==> src/rtl/alu_ctl_issue_if.sv <==
// Handshake bundle between fetch (IF/ID) and the ALUctl issue stage.
// master: issue-stage view (consumes instructions, produces decoded entries).
// slave:  the view of whatever drives instructions in and takes entries out.
interface alu_ctl_issue_if #(
    parameter int unsigned XLEN = 32
);
    logic            in_valid;
    logic            in_ready;
    logic [XLEN-1:0] in_instr;
    logic            out_valid;
    logic            out_ready;
    logic [XLEN-1:0] out_instr;
    logic [6:0]      out_alu_ctl;
    logic            out_illegal;

    modport master (
        input  in_valid, in_instr, out_ready,
        output in_ready, out_valid, out_instr, out_alu_ctl, out_illegal
    );

    modport slave (
        output in_valid, in_instr, out_ready,
        input  in_ready, out_valid, out_instr, out_alu_ctl, out_illegal
    );
endinterface

==> src/rtl/alu_ctl_issue.sv <==
// ALUctl issue stage: decodes an RV32I instruction into the 7-bit ALUctl
// (branch condition in [6:4], ALU op in [3:0]) and issues it through a
// registered valid/ready stage backed by a main + skid entry pair.
// Optional feature: define SAIL_ALUCTL_ILLEGAL_DETECT_EN to flag undecodable
// instructions on out_illegal (with ALUctl forced to 0); otherwise they decode
// as a plain ADD and out_illegal is tied low.
module alu_ctl_issue #(
    parameter int unsigned XLEN = 32
) (
    input  logic            clk,
    input  logic            rst_n,
    input  logic            flush,
    alu_ctl_issue_if.master bus
);

    localparam logic [3:0] AluAnd   = 4'b0000;
    localparam logic [3:0] AluOr    = 4'b0001;
    localparam logic [3:0] AluAdd   = 4'b0010;
    localparam logic [3:0] AluSrl   = 4'b0011;
    localparam logic [3:0] AluSll   = 4'b0100;
    localparam logic [3:0] AluSra   = 4'b0101;
    localparam logic [3:0] AluSub   = 4'b0110;
    localparam logic [3:0] AluSlt   = 4'b0111;
    localparam logic [3:0] AluXor   = 4'b1000;
    localparam logic [3:0] AluCsrrw = 4'b1001;
    localparam logic [3:0] AluCsrrs = 4'b1010;
    localparam logic [3:0] AluCsrrc = 4'b1011;

    localparam logic [2:0] BrNone = 3'b000;
    localparam logic [2:0] BrBeq  = 3'b001;
    localparam logic [2:0] BrBne  = 3'b010;
    localparam logic [2:0] BrBlt  = 3'b011;
    localparam logic [2:0] BrBge  = 3'b100;
    localparam logic [2:0] BrBltu = 3'b101;
    localparam logic [2:0] BrBgeu = 3'b110;

    localparam logic [6:0] OpLui    = 7'b0110111;
    localparam logic [6:0] OpAuipc  = 7'b0010111;
    localparam logic [6:0] OpJal    = 7'b1101111;
    localparam logic [6:0] OpJalr   = 7'b1100111;
    localparam logic [6:0] OpLoad   = 7'b0000011;
    localparam logic [6:0] OpStore  = 7'b0100011;
    localparam logic [6:0] OpFence  = 7'b0001111;
    localparam logic [6:0] OpBranch = 7'b1100011;
    localparam logic [6:0] OpImm    = 7'b0010011;
    localparam logic [6:0] OpReg    = 7'b0110011;
    localparam logic [6:0] OpSystem = 7'b1110011;

    logic [6:0] opcode;
    logic [2:0] funct3;
    logic       alt;
    logic [2:0] dec_br;
    logic [3:0] dec_alu;
    logic [6:0] dec_ctl;
`ifdef SAIL_ALUCTL_ILLEGAL_DETECT_EN
    logic       dec_ill;
`endif

    assign opcode = bus.in_instr[6:0];
    assign funct3 = bus.in_instr[14:12];
    assign alt    = bus.in_instr[30];

    // Combinational decode of the offered instruction; undecodable words fall
    // through as 000/ADD unless detection is enabled.
    always_comb begin
        dec_br  = BrNone;
        dec_alu = AluAdd;
`ifdef SAIL_ALUCTL_ILLEGAL_DETECT_EN
        dec_ill = 1'b0;
`endif
        case (opcode)
            OpLui: dec_alu = AluAnd;
            OpAuipc, OpJal, OpJalr, OpLoad, OpStore, OpFence: dec_alu = AluAdd;
            OpBranch: begin
                dec_alu = AluSub;
                case (funct3)
                    3'b000:  dec_br = BrBeq;
                    3'b001:  dec_br = BrBne;
                    3'b100:  dec_br = BrBlt;
                    3'b101:  dec_br = BrBge;
                    3'b110:  dec_br = BrBltu;
                    3'b111:  dec_br = BrBgeu;
                    default: begin
                        dec_alu = AluAdd;
`ifdef SAIL_ALUCTL_ILLEGAL_DETECT_EN
                        dec_ill = 1'b1;
`endif
                    end
                endcase
            end
            OpImm, OpReg: begin
                case (funct3)
                    3'b000:         dec_alu = (opcode == OpReg && alt) ? AluSub : AluAdd;
                    3'b001:         dec_alu = AluSll;
                    3'b010, 3'b011: dec_alu = AluSlt;
                    3'b100:         dec_alu = AluXor;
                    3'b101:         dec_alu = alt ? AluSra : AluSrl;
                    3'b110:         dec_alu = AluOr;
                    default:        dec_alu = AluAnd;
                endcase
            end
            OpSystem: begin
                case (funct3)
                    3'b000:         dec_alu = AluAdd;
                    3'b001, 3'b101: dec_alu = AluCsrrw;
                    3'b010, 3'b110: dec_alu = AluCsrrs;
                    3'b011, 3'b111: dec_alu = AluCsrrc;
                    default: begin
                        dec_alu = AluAdd;
`ifdef SAIL_ALUCTL_ILLEGAL_DETECT_EN
                        dec_ill = 1'b1;
`endif
                    end
                endcase
            end
            default: begin
                dec_alu = AluAdd;
`ifdef SAIL_ALUCTL_ILLEGAL_DETECT_EN
                dec_ill = 1'b1;
`endif
            end
        endcase
`ifdef SAIL_ALUCTL_ILLEGAL_DETECT_EN
        dec_ctl = dec_ill ? 7'd0 : {dec_br, dec_alu};
`else
        dec_ctl = {dec_br, dec_alu};
`endif
    end

    logic            main_valid_q, main_valid_d;
    logic [XLEN-1:0] main_instr_q, main_instr_d;
    logic [6:0]      main_ctl_q,   main_ctl_d;
    logic            skid_valid_q, skid_valid_d;
    logic [XLEN-1:0] skid_instr_q, skid_instr_d;
    logic [6:0]      skid_ctl_q,   skid_ctl_d;
    logic            in_ready_q,   in_ready_d;
`ifdef SAIL_ALUCTL_ILLEGAL_DETECT_EN
    logic            main_ill_q,   main_ill_d;
    logic            skid_ill_q,   skid_ill_d;
`endif
    logic            accept;
    logic            drain;

    assign accept = bus.in_valid & in_ready_q;
    assign drain  = main_valid_q & bus.out_ready;

    // Buffer next state. Skid only fills when main is stuck; since in_ready
    // mirrors "skid empty", an accept never coincides with a full skid.
    always_comb begin
        main_valid_d = main_valid_q;
        main_instr_d = main_instr_q;
        main_ctl_d   = main_ctl_q;
        skid_valid_d = skid_valid_q;
        skid_instr_d = skid_instr_q;
        skid_ctl_d   = skid_ctl_q;
`ifdef SAIL_ALUCTL_ILLEGAL_DETECT_EN
        main_ill_d   = main_ill_q;
        skid_ill_d   = skid_ill_q;
`endif
        if (flush) begin
            main_valid_d = 1'b0;
            skid_valid_d = 1'b0;
        end else if (!main_valid_q || drain) begin
            if (skid_valid_q) begin
                main_valid_d = 1'b1;
                main_instr_d = skid_instr_q;
                main_ctl_d   = skid_ctl_q;
`ifdef SAIL_ALUCTL_ILLEGAL_DETECT_EN
                main_ill_d   = skid_ill_q;
`endif
                skid_valid_d = 1'b0;
            end else if (accept) begin
                main_valid_d = 1'b1;
                main_instr_d = bus.in_instr;
                main_ctl_d   = dec_ctl;
`ifdef SAIL_ALUCTL_ILLEGAL_DETECT_EN
                main_ill_d   = dec_ill;
`endif
            end else begin
                main_valid_d = 1'b0;
            end
        end else if (accept) begin
            skid_valid_d = 1'b1;
            skid_instr_d = bus.in_instr;
            skid_ctl_d   = dec_ctl;
`ifdef SAIL_ALUCTL_ILLEGAL_DETECT_EN
            skid_ill_d   = dec_ill;
`endif
        end
        in_ready_d = ~skid_valid_d;
    end

    // State registers with synchronous active-low reset.
    always_ff @(posedge clk) begin
        if (!rst_n) begin
            main_valid_q <= 1'b0;
            main_instr_q <= '0;
            main_ctl_q   <= '0;
            skid_valid_q <= 1'b0;
            skid_instr_q <= '0;
            skid_ctl_q   <= '0;
            in_ready_q   <= 1'b0;
`ifdef SAIL_ALUCTL_ILLEGAL_DETECT_EN
            main_ill_q   <= 1'b0;
            skid_ill_q   <= 1'b0;
`endif
        end else begin
            main_valid_q <= main_valid_d;
            main_instr_q <= main_instr_d;
            main_ctl_q   <= main_ctl_d;
            skid_valid_q <= skid_valid_d;
            skid_instr_q <= skid_instr_d;
            skid_ctl_q   <= skid_ctl_d;
            in_ready_q   <= in_ready_d;
`ifdef SAIL_ALUCTL_ILLEGAL_DETECT_EN
            main_ill_q   <= main_ill_d;
            skid_ill_q   <= skid_ill_d;
`endif
        end
    end

    assign bus.in_ready    = in_ready_q;
    assign bus.out_valid   = main_valid_q;
    assign bus.out_instr   = main_instr_q;
    assign bus.out_alu_ctl = main_ctl_q;
`ifdef SAIL_ALUCTL_ILLEGAL_DETECT_EN
    assign bus.out_illegal = main_ill_q;
`else
    assign bus.out_illegal = 1'b0;
`endif

endmodule
==> src/flat_wrapper.sv <==
// flat-port wrapper written by rule: the top's interface ports become plain ports
module alu_ctl_issue_flat 
#(
    parameter int unsigned XLEN = 32
)
  (clk, rst_n, flush, bus_in_valid, bus_in_instr, bus_out_ready, bus_in_ready, bus_out_valid, bus_out_instr, bus_out_alu_ctl, bus_out_illegal);
  alu_ctl_issue_if #(.XLEN(XLEN)) bus_i ();
  input  logic clk;
  input  logic rst_n;
  input  logic flush;
  input wire logic [$bits(bus_i.in_valid)-1:0] bus_in_valid;
  input wire logic [$bits(bus_i.in_instr)-1:0] bus_in_instr;
  input wire logic [$bits(bus_i.out_ready)-1:0] bus_out_ready;
  output wire logic [$bits(bus_i.in_ready)-1:0] bus_in_ready;
  output wire logic [$bits(bus_i.out_valid)-1:0] bus_out_valid;
  output wire logic [$bits(bus_i.out_instr)-1:0] bus_out_instr;
  output wire logic [$bits(bus_i.out_alu_ctl)-1:0] bus_out_alu_ctl;
  output wire logic [$bits(bus_i.out_illegal)-1:0] bus_out_illegal;
  assign bus_i.in_valid = bus_in_valid;
  assign bus_i.in_instr = bus_in_instr;
  assign bus_i.out_ready = bus_out_ready;
  assign bus_in_ready = bus_i.in_ready;
  assign bus_out_valid = bus_i.out_valid;
  assign bus_out_instr = bus_i.out_instr;
  assign bus_out_alu_ctl = bus_i.out_alu_ctl;
  assign bus_out_illegal = bus_i.out_illegal;
  alu_ctl_issue #(.XLEN(XLEN)) u_core (.clk(clk), .rst_n(rst_n), .flush(flush), .bus(bus_i));
endmodule
==> config.mk <==
export PLATFORM = sky130hd
export DESIGN_NAME = alu_ctl_issue_flat
export DESIGN_NICKNAME = d
export VERILOG_FILES = /design/src/rtl/alu_ctl_issue_if.sv /design/src/rtl/alu_ctl_issue.sv /design/src/flat_wrapper.sv
export SDC_FILE = /design/constraint.sdc
export NUM_CORES = 1
export LEC_CHECK = 0
export ABC_CLOCK_PERIOD_IN_PS = 3700
export CAP_MARGIN = 40
export CORE_MARGIN = 2
export CORE_UTILIZATION = 25
export CTS_CLUSTER_DIAMETER = 100
export CTS_CLUSTER_SIZE = 16
export DETAILED_ROUTE_END_ITERATION = 8
export PLACE_DENSITY = 0.54
export SETUP_SLACK_MARGIN = 0.5
export SLEW_MARGIN = 25
export SYNTH_ARGS = -nofsm -noshare
export SYNTH_HDL_FRONTEND = slang
export SYNTH_SLANG_ARGS = --single-unit
==> constraint.sdc <==
create_clock -name clk -period 3.7 [get_ports clk]
set_clock_uncertainty 0.1 [all_clocks]
set_input_delay 0.74 -clock clk [delete_from_list [all_inputs] [get_ports clk]]
set_output_delay 0.74 -clock clk [all_outputs]
set_load 0.01 [all_outputs]
==> results.cfg, run 1 <==
[outcome]
status = completed

[critical_path]
crit_type = input pin to flop
max_stage_delay_ns = 0.69
crit_arrival_ns = 2.62
endpoint = u_core.bus.out_alu_ctl[4]
crit_buf_inv = 1
worstSetupStartpoint = bus_in_instr[6]
crit_cells = 5
startpoint_type = input pin
r2r-start = u_core.bus.out_valid
cp_top_family = simple AND/OR/NAND/NOR gates
reg2reg_depth = 5
cp_slowest_cell = clkdlybuf4s50_1
path_max_fanout = 9
rrSetupSlack_ns = 1.84
cp_data_required_time_ns = 3.87
reg2reg_to = u_core.skid_instr_q[2]
path_cells = clkdlybuf4s50_1, nand2_1, or4_4, or3_1, a31oi_2
cp-end-kind = flop

[clocking]
cts_resized = 0
cts_tree = yes
clock-root-buffer = clkbuf_16
hold_buffers = 0
postCtsSetupRepairBufs = 0
clock_sinks = 81
clockBufferDepth = 2
cts_buffers = 9
clkLatencyLatePin_ns = 0.34
htreeDepth = 3
cts.clk_slew.worst_paths_ns = 0.06

[grt]
grt_max_degree = 58
antenna_found_initial = 0
grt_pass1_vias = 2894
overflow = 0
grt_pass1_wl_um = 14460
grt.total_usage_pct = 12.84

[drt]
dr.pass1.iters = 4
drc = 0
ant_nets = 0
vias = 3015
first_iter_violations = 148
drt_wl_total_um = 8766
wire_per_inst_um = 13.72
viasPerCell = 4.718

[power]
p_leak_nw = 1.465
peakVddDrop_uv = 166.8
p_per_area_nw_per_um2 = 411.9

[place]
place_hpwl_um = 5743
dp.cells = 626
numPortBuffers = 77
placed_cell_area_sq_um = 4368
gp_congestion = 0.7564

[timing]
fin_setup_tns_ns = 0
max_freq_mhz = 408.2
setup_viol = 0
fin_crit_sh_pct = 66.21
worst_hold_slack_ns = 0.3512
tightest_slew_ns = 0.7288
rsz0062_at_grt = false
finalCriticalPeriod_ns = 2.450
maxSlewViolCount = 0
hold_violations = 0
relSlewSlack_pct = 51.41

[worst_hold_path]
whs_path_depth = 2
hold_class = flop to flop

[synth]
syn_area_per_cell_sq_um = 8.549
syn_area_sq_um = 3420
synth_edf_count = 0
yosysWarnings = 0
ys_ff_latch = 81
yosys_most_used_dff = dfxtp_1
synth_area_leaders = dfxtp_1 (47%), mux2i_1 (9.7%), nand2_1 (8.9%), a211oi_1 (7.0%), a21oi_1 (6.0%)
synthCells = 400
yosysUniqueCellTypes = 39
synth.top_cell.area_share_pct = 47.42
synthArstFlopShare_pct = 0
synth_common_cells = dfxtp_1 (81), nand2_1 (81), a21oi_1 (41), mux2i_1 (33), a211oi_1 (32)
synth_nets = 437
ys_seq_area_share_pct = 47.42
synth_top_area_cell = dfxtp_1

[finish]
fin_cells = 639
area_growth_pct = 35.09
drive_above_1_share_pct = 5.616
fill_cells = 1389
antenna_cells = 0
fin_area_sq_um = 4619
final_nets = 498

[floorplan]
initial_core_util_pct = 25.72
die_h_um = 121.0
core_sq_um = 13300
die_x_um = 121.0
rows = 42
io_pins = 79
dieArea_sq_um = 14630

[run]
drv_cap = 0
-- layout make-up --
| class | instances | area (sq um) | share of cell area (%) |
|---|---|---|---|
| Tap cell | 176 | 220.2 | 4.767 |
| Multi-Input combinational cell | 281 | 1654 | 35.81 |
| Clock inverter | 1 | 5.005 | 0.1083 |
| Clock buffer | 12 | 246.5 | 5.336 |
| Inverter | 4 | 15.01 | 0.3250 |
| Timing Repair Buffer | 84 | 855.8 | 18.53 |
| Sequential cell | 81 | 1623 | 35.13 |
-- worst reg2reg max path: stages, from the launching register on --
cell,delay [ns]
dfxtp_1,0.34
nand2b_1,0.13
or3_1,0.63
buf_4,0.35
nand2_1,0.11
a21oi_1,0.06
-- layer usage --
metal | track usage, % | part of all wire, % | up-vias | routed length [um]
met2 | 19.77 | 47 | 59 | 4081
met1 | 16.60 | 47 | 1422 | 4143
met4 | 6.831 | 2.2 | 0 | 196
li1 | - | - | 1522 | -
met3 | 3.008 | 3.9 | 12 | 344
met5 | 0 | 0 | - | 0
-- cells by family (layout without fill, tap and decap cells) --
logic type      after synthesis  after routing  share of synthesized area (%)
simple gates                143            143                          18.77
compound gates              103            103                          19.28
mux                          33             33                          9.660
buf+inv                      38            101                          4.501
flops                        81             81                          47.42
other cells                   1              1                         0.1097
xor+xnor                      1              1                         0.2562
-- where the power goes --
| part | switching (mW) | internal (mW) |
|---|---|---|
| registers | 0.0121 | 0.897 |
| logic | 0.0970 | 0.109 |
| clock network | 0.327 | 0.460 |
-- registers in the layout, indices dropped and copies added, names as in the netlist --
signal and cells:
u_core.bus.in_ready 1, u_core.bus.out_alu_ctl 7, u_core.bus.out_instr 32, u_core.bus.out_valid 1
u_core.skid_ctl_q 7, u_core.skid_instr_q 32, u_core.skid_valid_q 1
-- through the flow --
step	util, %	worst slack [ns]	power (mW)
floorplan	-	1.537	1.018
global placement	32.65	0.9129	1.131
detailed placement	32.85	0.9114	1.137
CTS	34.75	1.278	1.946
global route	34.75	1.111	2.004
finish	34.75	1.250	1.903
-- cell usage in the layout (no fill, tap or decap), types with 2 or more instances in the layout --
master            n
nor3_1            7
nand2_1          81
a21oi_1          41
nand2b_1          6
a211oi_1         32
a31oi_1           5
buf_4             5
clkbuf_1          2
nor2b_1           2
nand3_1           2
o21ai_0           9
mux2i_1          33
dfxtp_1          80
nor2_1           31
clkdlybuf4s50_1  77
inv_1             3
o211ai_1          4
or3_1             3
o211a_1           3
nor4_1            2
a2111oi_0         2
nor3_2            2
clkbuf_16         9
-- how the worst min path moves through the flow --
stage,startpoint,end
after floorplan,u_core.skid_ctl_q[0],u_core.skid_ctl_q[0]
after global placement,u_core.skid_instr_q[21],u_core.skid_instr_q[21]
final,u_core.skid_instr_q[29],u_core.skid_instr_q[29]
after CTS,u_core.skid_instr_q[21],u_core.skid_instr_q[21]
after detailed placement,u_core.skid_instr_q[21],u_core.skid_instr_q[21]
after global routing,u_core.skid_instr_q[19],u_core.skid_instr_q[19]
(Power assumes the default switching activity.)
==> inputs of run 2 (changes only) <==
ABC_CLOCK_PERIOD_IN_PS = 2450   (was 3700)
clock period = 2.45 ns   (was 3.7 ns; I/O delays follow)
==> results.cfg, run 2 (synthesized netlist as in run 1, its figures left out) <==
[outcome]
status = completed

[floorplan]
die_h_um = 121.0
core_sq_um = 13300
io_pins = 79
die_x_um = 121.0
initial_core_util_pct = 25.72
dieArea_sq_um = 14630
rows = 42

[finish]
area_growth_pct = 42.19
layout_commonest_cell = nand2_1
final_nets = 517
antenna_cells = 0
final_cell_mix = nand2_1 (81), dfxtp_1 (80), clkdlybuf4s50_1 (68), a21oi_1 (40), mux2i_1 (33)
drive_above_1_share_pct = 10.72
fin_area_sq_um = 4862
fill_cells = 1330

[critical_path]
crit_arrival_ns = 2.03
crit_buf_inv = 3
cp_data_required_time_ns = 2.60
path_max_fanout = 28
startpoint_type = input pin
cp_top_family = buffers and inverters
cp_slowest_cell = clkdlybuf4s50_1
cp-end-kind = flop
path_cells = clkdlybuf4s50_1, a21oi_2, nor3_4, buf_4, buf_8, nor2_1, a211oi_1
max_stage_delay_ns = 0.50
crit_type = input pin to flop

[power]
peakVddDrop_uv = 284.7
p_leak_nw = 1.609
power_switching_mw = 0.7200
power_frac_seq_pct = 44.7
p_per_area_nw_per_um2 = 632.2
switching_share_pct = 23.43
intPower_mw = 2.354
power_frac_comb_pct = 10.9
clkPwrFrac_pct = 44.4

[worst_hold_path]
hold_class = flop to flop

[drt]
dr.pass1.iters = 4
drc = 0
drt_wl_total_um = 9501
first_iter_violations = 193
viasPerCell = 4.649
vias = 3073
wire_per_inst_um = 14.37
ant_nets = 0

[timing]
setup_viol = 0
finalCriticalPeriod_ns = 1.878
max_freq_mhz = 532.6
hold_violations = 0
worst_hold_slack_ns = 0.3538
fin_crit_sh_pct = 76.64
rsz0062_at_grt = true
maxSlewViolCount = 0
fin_setup_tns_ns = 0

[place]
place_hpwl_um = 6035
placed_cell_area_sq_um = 4486
numPortBuffers = 77
gp_congestion = 0.9096

[clocking]
clkLatencyLatePin_ns = 0.33
clockBufferDepth = 2
clock_sinks = 81
cts_tree = yes
cts.clk_slew.worst_paths_ns = 0.06
htreeDepth = 3
cts_buffers = 9
clock-root-buffer = clkbuf_16

[grt]
grt_pass1_wl_um = 14790
grt_max_degree = 57
grt.total_usage_pct = 12.88
antenna_found_initial = 0
overflow = 0
grt_pass1_vias = 2908

[run]
drv_cap = 0
[run 2: changes by cell type in the layout (fill, tap and decap cells not counted), sizes merged]
cell,delta
buf,+18
clkdlybuf4s50,-9
dlygate4sd2,+7
dlymetal6s2s,+2
bufinv,+1
clkbuf,+1
clkinvlp,+1
inv,+1
[run 2: worst paths after layout]
kind	slack (ns)	end	depth (start not counted)	start
worst max register to register	0.67	u_core.bus.out_instr[30]	6	u_core.skid_valid_q
worst min register to register	0.35	u_core.skid_instr_q[15]	2	u_core.skid_instr_q[15]
worst min-delay path	0.35	u_core.skid_instr_q[15]	2	u_core.skid_instr_q[15]
worst max-delay path	0.57	u_core.bus.out_instr[30]	7	bus_in_valid
[run 2: final cells by class]
cell class,count,area (sq um),area share (%)
clock buffers,12,246.5,5.069
clock inverters,4,51.30,1.055
inverters,4,15.01,0.3088
multi-input cells,281,1690,34.77
flip-flops and latches,81,1623,33.38
well taps,176,220.2,4.529
repair buffers,103,1016,20.90
[run 2: worst reg2reg max path, stage by stage, from the launching register on]
cell and delay, ns:
dfxtp_2 0.55, a21oi_2 0.13, nor3_4 0.27, buf_4 0.17, buf_8 0.22, nor2_1 0.06
a211oi_1 0.20
[run 2: repair_timing]
action | 4_1_cts | 5_1_grt
pin swaps | 3 | 3
buffers inserted | 0 | 3
hold buffers | 0 | 0
gates cloned | 0 | 1
setup endpoints to repair | 5 | 17
gates resized for setup | 10 | 10
[run 2: stage by stage]
step | setup slack (ns) | total power, mW | std cells | util, %
floorplan | 0.5372 | 1.538 | 400 | -
global placement | 0.06821 | 1.729 | 641 | 33.74
detailed placement | 0.04315 | 1.731 | 641 | 33.74
CTS | 0.5195 | 3.110 | 657 | 35.96
global route | 0.4912 | 3.204 | 661 | 36.57
finish | 0.5724 | 3.074 | 661 | 36.57
[run 2: power by group through the flow]
stage | registers (mW) | logic, mW | clock network (mW)
2_1_floorplan | 1.42 | 0.120 | 0
3_3_place_gp | 1.40 | 0.326 | 0
3_5_place_dp | 1.40 | 0.328 | 0
4_1_cts | 1.37 | 0.327 | 1.41
5_1_grt | 1.38 | 0.366 | 1.46
6_report | 1.37 | 0.336 | 1.36
[run 2: metal layers]
layer	GRT usage [%]	vias to the layer above	wire, um
met1	17.29	1420	4609
li1	-	1564	-
met5	0	-	0
met3	3.618	10	526
met2	19.73	79	4235
met4	4.578	0	129
